===== config.mk =====
export PLATFORM = sky130hd
export DESIGN_NAME = rr_arbiter_8
export DESIGN_NICKNAME = d
export VERILOG_FILES = /design/src/rtl/rr_arbiter_8.sv
export SDC_FILE = /design/constraint.sdc
export NUM_CORES = 1
export LEC_CHECK = 0
export CORE_MARGIN = 3
export CORE_UTILIZATION = 38
export CTS_CLUSTER_DIAMETER = 30
export CTS_CLUSTER_SIZE = 24
export DETAILED_ROUTE_END_ITERATION = 12
export SLEW_MARGIN = 20
export SYNTH_ARGS = -nofsm -noshare
export SYNTH_HDL_FRONTEND = slang
export SYNTH_SLANG_ARGS = --single-unit

===== constraint.sdc =====
create_clock -name clk -period 4.7 [get_ports clk]
set_input_delay 0.705 -clock clk [delete_from_list [all_inputs] [get_ports clk]]
set_output_delay 0.705 -clock clk [all_outputs]
set_load 0.02 [all_outputs]

===== src/rtl/rr_arbiter_8.sv =====
// Eight-way round-robin arbiter with a registered one-hot grant, its binary index,
// and a hold limit that preempts a requester keeping the resource too long.
module rr_arbiter_8 #(
    parameter int MAX_HOLD = 16,
    parameter int HOLD_W   = 8
) (
    input  logic       clk,
    input  logic       rst_n,
    input  logic       en,
    input  logic [7:0] req,
    output logic [7:0] gnt,
    output logic [2:0] gnt_idx,
    output logic       gnt_valid,
    output logic       preempt,
    output logic       dbg_state
);

    typedef enum logic {IDLE = 1'b0, GRANT = 1'b1} state_t;

    localparam logic [HOLD_W-1:0] HOLD_LAST = HOLD_W'(MAX_HOLD - 1);

    state_t            state, state_nxt;
    logic [7:0]        gnt_nxt;
    logic [2:0]        ptr, ptr_nxt;
    logic [2:0]        next_ptr;
    logic [HOLD_W-1:0] hold_cnt, hold_nxt;
    logic              preempt_nxt;

    // First requester found scanning p, p+1, ..., p+7 (mod 8).
    function automatic logic [2:0] pick(input logic [7:0] r, input logic [2:0] p);
        logic [2:0] idx;
        pick = p;
        for (int k = 7; k >= 0; k--) begin
            idx = p + 3'(k);
            if (r[idx]) pick = idx;
        end
    endfunction

    always_comb begin
        gnt_idx = '0;
        for (int i = 0; i < 8; i++) begin
            if (gnt[i]) gnt_idx = 3'(i);
        end
    end

    assign gnt_valid = |gnt;
    assign dbg_state = (state == GRANT);
    assign next_ptr  = gnt_idx + 3'd1;

    always_comb begin
        state_nxt   = state;
        gnt_nxt     = gnt;
        ptr_nxt     = ptr;
        hold_nxt    = hold_cnt;
        preempt_nxt = 1'b0;
        case (state)
            IDLE: begin
                gnt_nxt = '0;
                if (en && |req) begin
                    gnt_nxt   = 8'b1 << pick(req, ptr);
                    hold_nxt  = '0;
                    state_nxt = GRANT;
                end
            end
            GRANT: begin
                if (req[gnt_idx] && hold_cnt < HOLD_LAST) begin
                    hold_nxt = hold_cnt + 1'b1;
                end else begin
                    // The holder rotates to lowest priority before re-arbitration.
                    preempt_nxt = req[gnt_idx];
                    ptr_nxt     = next_ptr;
                    hold_nxt    = '0;
                    if (en && |req) begin
                        gnt_nxt = 8'b1 << pick(req, next_ptr);
                    end else begin
                        gnt_nxt   = '0;
                        state_nxt = IDLE;
                    end
                end
            end
            default: begin
                gnt_nxt   = '0;
                state_nxt = IDLE;
            end
        endcase
    end

    always_ff @(posedge clk or negedge rst_n) begin
        if (!rst_n) begin
            state    <= IDLE;
            gnt      <= '0;
            ptr      <= '0;
            hold_cnt <= '0;
            preempt  <= 1'b0;
        end else begin
            state    <= state_nxt;
            gnt      <= gnt_nxt;
            ptr      <= ptr_nxt;
            hold_cnt <= hold_nxt;
            preempt  <= preempt_nxt;
        end
    end

endmodule


==> reports/metrics.cfg <==
[logic_synthesis]
ys_async_sr_fraction = 1.000
post_synth_edffs = 0
sequential_element_share_of_the_synthesized_area = 0.1997
synth-seq-cells = 21
dominantRegCellSynth = sky130_fd_sc_hd__dfrtp_1
post_synth_instance_area_mm2 = 0.002631
ys_warns = 0
synthesis.instances = 322
syn_nets = 338
synthDistinctLibCells = 60
average_footprint_of_a_synthesized_cell_um2 = 8.172

[cts]
tritoncts.num_buffers = 3
clkTransAtPathRegs_ps = 80
ctsRootBufferMaster = sky130_fd_sc_hd__clkbuf_8
cts-resized-gates = 0
htree_levels = 1
cts_buffer_depth = 2
cts_tree = built
clk-insertion-delay-late_ps = 260
postCtsSetupBuffers = 0
cts.sink_count = 21
cts.hold.buffers_added = 0

[placement]
dp_worst_setup_slack_ps = 756.4
place.port_buffers = 24
place_congestion = 0.8813
dp_hpwl_mm = 4.929
dpl_cell_area_mm2 = 0.002902

[floorplan]
top_level_ports = 25
area_inside_the_core_boundary_mm2 = 0.006531
dieArea_mm2 = 0.007959
die_h_um = 89.22
floorplan.die.width_um = 89.22
fp-row-count = 29
initial_utilization = 0.4029

[global_route]
grt-ovfl-total = 0
antenna_violations_before_repair = 0
grt_pass1_wl_mm = 11.43
first_global_vias = 2312
all_layer_global_routing_usage = 0.1784
grt_max_degree = 22

[setup_path]
worstSetupStartpoint = gnt[5]
critPathMaxFanout = 12
crit_chain = nor2b_1 > a211oi_1 > or2_1 > ha_1 > mux2_2 > mux2i_1 > nand2b_1 > o21ai_0 > or2_2 > o221ai_1 > a21oi_1 > xnor2_1 > o211ai_1
critical_path_cell_count = 13
delay_contributed_by_the_slowest_stage_of_the_critical_path_ps = 600
critPathTopFamily = simple AND/OR/NAND/NOR gates
critical_path.slowest_cell = sky130_fd_sc_hd__ha_1
path_class = reg2reg
nature_of_the_critical_path_startpoint = flip-flop
timing.critical_path.to_type = flip-flop
critical_path.reg2reg.endpoint = gnt[4]
number_of_cells_on_the_worst_reg_to_reg_path = 13
r2r_setup_slack_ps = 670
crit_arrival_ps = 4150
timing.critical_path.buf_inv = 0
worst_ep_required_time_ps = 4820
worstSetupEndpoint = gnt[4]
crit-reg2reg-launch = gnt[5]

[cells_and_area]
antenna-diode-count = 0
drive_gt1_frac = 0.1333
area.growth.synth_to_final_pct = 12.03
nets = 347
design_area_mm2 = 0.002948

[run_status]
status = finished, final reports clean

[sta]
final.period_utilization = 0.8579
setup_total_negative_slack_ps = 0
setup_repair_after_global_routing_missed_its_margin = no
final-setup-viol-count = 0
report.final.slew_viol_count = 0
fin_worst_skew_ps = 3.176
maxClockFrequency_ghz = 0.2480
slew_headroom = 0.3760
setup_slack_ps = 667.7
final_hold_viol_count = 0
finalWorstPathRequiredPeriod_ps = 4032
worst_slew_pin_slew_ps = 933.1

[detailed_routing]
ant_nets = 0
initial_drt_pass_iterations = 4
drc = 0
initialDrtViolationCount = 142
post_drt_wl_per_cell_um = 16.78
avgViaCountPerCell = 5.978
routed_wirelength_mm = 6.831
route.vias.total = 2433

[min_path]
hold_path.class = reg2reg

[flow_run]
max_cap_violations = 0

synth_stat cells (2+ instances only):
cell / instances / area share
sky130_fd_sc_hd__a21oi_1: 14 / 0.027
sky130_fd_sc_hd__dfrtp_1: 21 / 0.20
sky130_fd_sc_hd__o211a_1: 2 / 0.0076
sky130_fd_sc_hd__mux4_2: 6 / 0.051
sky130_fd_sc_hd__or2_2: 2 / 0.0048
sky130_fd_sc_hd__and2_1: 12 / 0.029
sky130_fd_sc_hd__mux2i_1: 24 / 0.091
sky130_fd_sc_hd__o31ai_1: 3 / 0.0086
sky130_fd_sc_hd__a31oi_1: 2 / 0.0048
sky130_fd_sc_hd__nor2_1: 25 / 0.036
sky130_fd_sc_hd__clkbuf_1: 19 / 0.027
sky130_fd_sc_hd__buf_2: 2 / 0.0038
sky130_fd_sc_hd__nor2b_1: 4 / 0.0095
sky130_fd_sc_hd__a22oi_1: 2 / 0.0057
sky130_fd_sc_hd__nor4_1: 3 / 0.0071
sky130_fd_sc_hd__a221oi_1: 2 / 0.0067
sky130_fd_sc_hd__nand4_1: 2 / 0.0048
sky130_fd_sc_hd__mux2_2: 20 / 0.086
sky130_fd_sc_hd__and3_1: 2 / 0.0048
sky130_fd_sc_hd__o211ai_1: 8 / 0.023
sky130_fd_sc_hd__nand2_1: 34 / 0.049
sky130_fd_sc_hd__o21ai_1: 2 / 0.0038
sky130_fd_sc_hd__or3_1: 3 / 0.0071
sky130_fd_sc_hd__ha_1: 5 / 0.024
sky130_fd_sc_hd__nand3_1: 6 / 0.011
sky130_fd_sc_hd__a221o_1: 4 / 0.015
sky130_fd_sc_hd__a22o_1: 2 / 0.0067
sky130_fd_sc_hd__o22ai_1: 3 / 0.0071
sky130_fd_sc_hd__o21ai_0: 20 / 0.038
sky130_fd_sc_hd__xnor2_1: 10 / 0.033
sky130_fd_sc_hd__inv_2: 2 / 0.0029
sky130_fd_sc_hd__xor2_1: 2 / 0.0067
sky130_fd_sc_hd__buf_1: 2 / 0.0029
sky130_fd_sc_hd__inv_1: 9 / 0.013
sky130_fd_sc_hd__nand2b_1: 4 / 0.0095
sky130_fd_sc_hd__o221ai_1: 4 / 0.013
sky130_fd_sc_hd__a21o_1: 3 / 0.0086
sky130_fd_sc_hd__nor3_1: 10 / 0.019
routing by layer:
layer  global-route usage  wire length [µm]  vias to the layer above
li1                     -                 -                     1220
met1               0.2735              3488                     1142
met2               0.2672              3040                       62
met3              0.02120               238                        9
met4              0.03789                63                        0
met5                    0                 0                        -
placed cells by master, fill, tap and decap left out, types with 5 or more instances in the layout:
cell type	Yosys	layout
sky130_fd_sc_hd__nor3_1	10	10
sky130_fd_sc_hd__and2_1	12	12
sky130_fd_sc_hd__o21ai_0	20	20
sky130_fd_sc_hd__mux2i_1	24	24
sky130_fd_sc_hd__xnor2_1	10	10
sky130_fd_sc_hd__nor2_1	25	25
sky130_fd_sc_hd__clkdlybuf4s50_1	0	24
sky130_fd_sc_hd__nand2_1	34	34
sky130_fd_sc_hd__ha_1	5	5
sky130_fd_sc_hd__mux4_2	6	6
sky130_fd_sc_hd__dfrtp_1	21	21
sky130_fd_sc_hd__inv_1	9	9
sky130_fd_sc_hd__a21oi_1	14	14
sky130_fd_sc_hd__mux2_2	20	20
sky130_fd_sc_hd__o211ai_1	8	8
sky130_fd_sc_hd__nand3_1	6	6
how the worst min path moves through the flow:
stage,slack (ps),endpoint,start,depth (start not counted)
after floorplan,410,dbg_state,rst_n,0
after global placement,470,hold_cnt[7],hold_cnt[7],1
after detailed placement,480,hold_cnt[6],hold_cnt[6],1
after CTS,500,hold_cnt[7],hold_cnt[7],1
after global routing,520,hold_cnt[7],hold_cnt[7],1
final,490,hold_cnt[6],hold_cnt[6],1
cells by family after synthesis:
family / share of synthesized area
adders and majority gates: 0.02378
buffers and inverters: 0.05231
and+or+nand+nor: 0.2040
DFF: 0.1997
muxes: 0.2325
xor gates and xnor gates: 0.05659
AOI/OAI and AO/OA: 0.2311
layout make-up:
class | count | area (µm²)
Fill cell | 645 | 3583
Multi-Input combinational cell | 266 | 1968
Sequential cell | 21 | 525.5
Timing Repair Buffer | 28 | 270.3
Tap cell | 77 | 96.34
Clock buffer | 3 | 41.29
Inverter | 11 | 41.29
Clock inverter | 1 | 5.005
flip-flops by register name (all words and copies together) (netlist names):
| register | cells |
|---|---|
| gnt | 8 |
| hold_cnt | 8 |
| ptr | 3 |
| dbg_state | 1 |
| preempt | 1 |
metrics by stage:
step           utilization  cells  hold slack [ps]
2_1_floorplan            -    322            409.4
3_3_place_gp        0.4443    403            473.4
3_5_place_dp        0.4443    403            477.3
4_1_cts             0.4513    407            497.3
5_1_grt             0.4513    407            521.2
6_report            0.4513    407            494.1
Power is left out: the tool's default activity adds up to more than one toggle a clock period on the data nets, which glitch-free logic cannot reach.
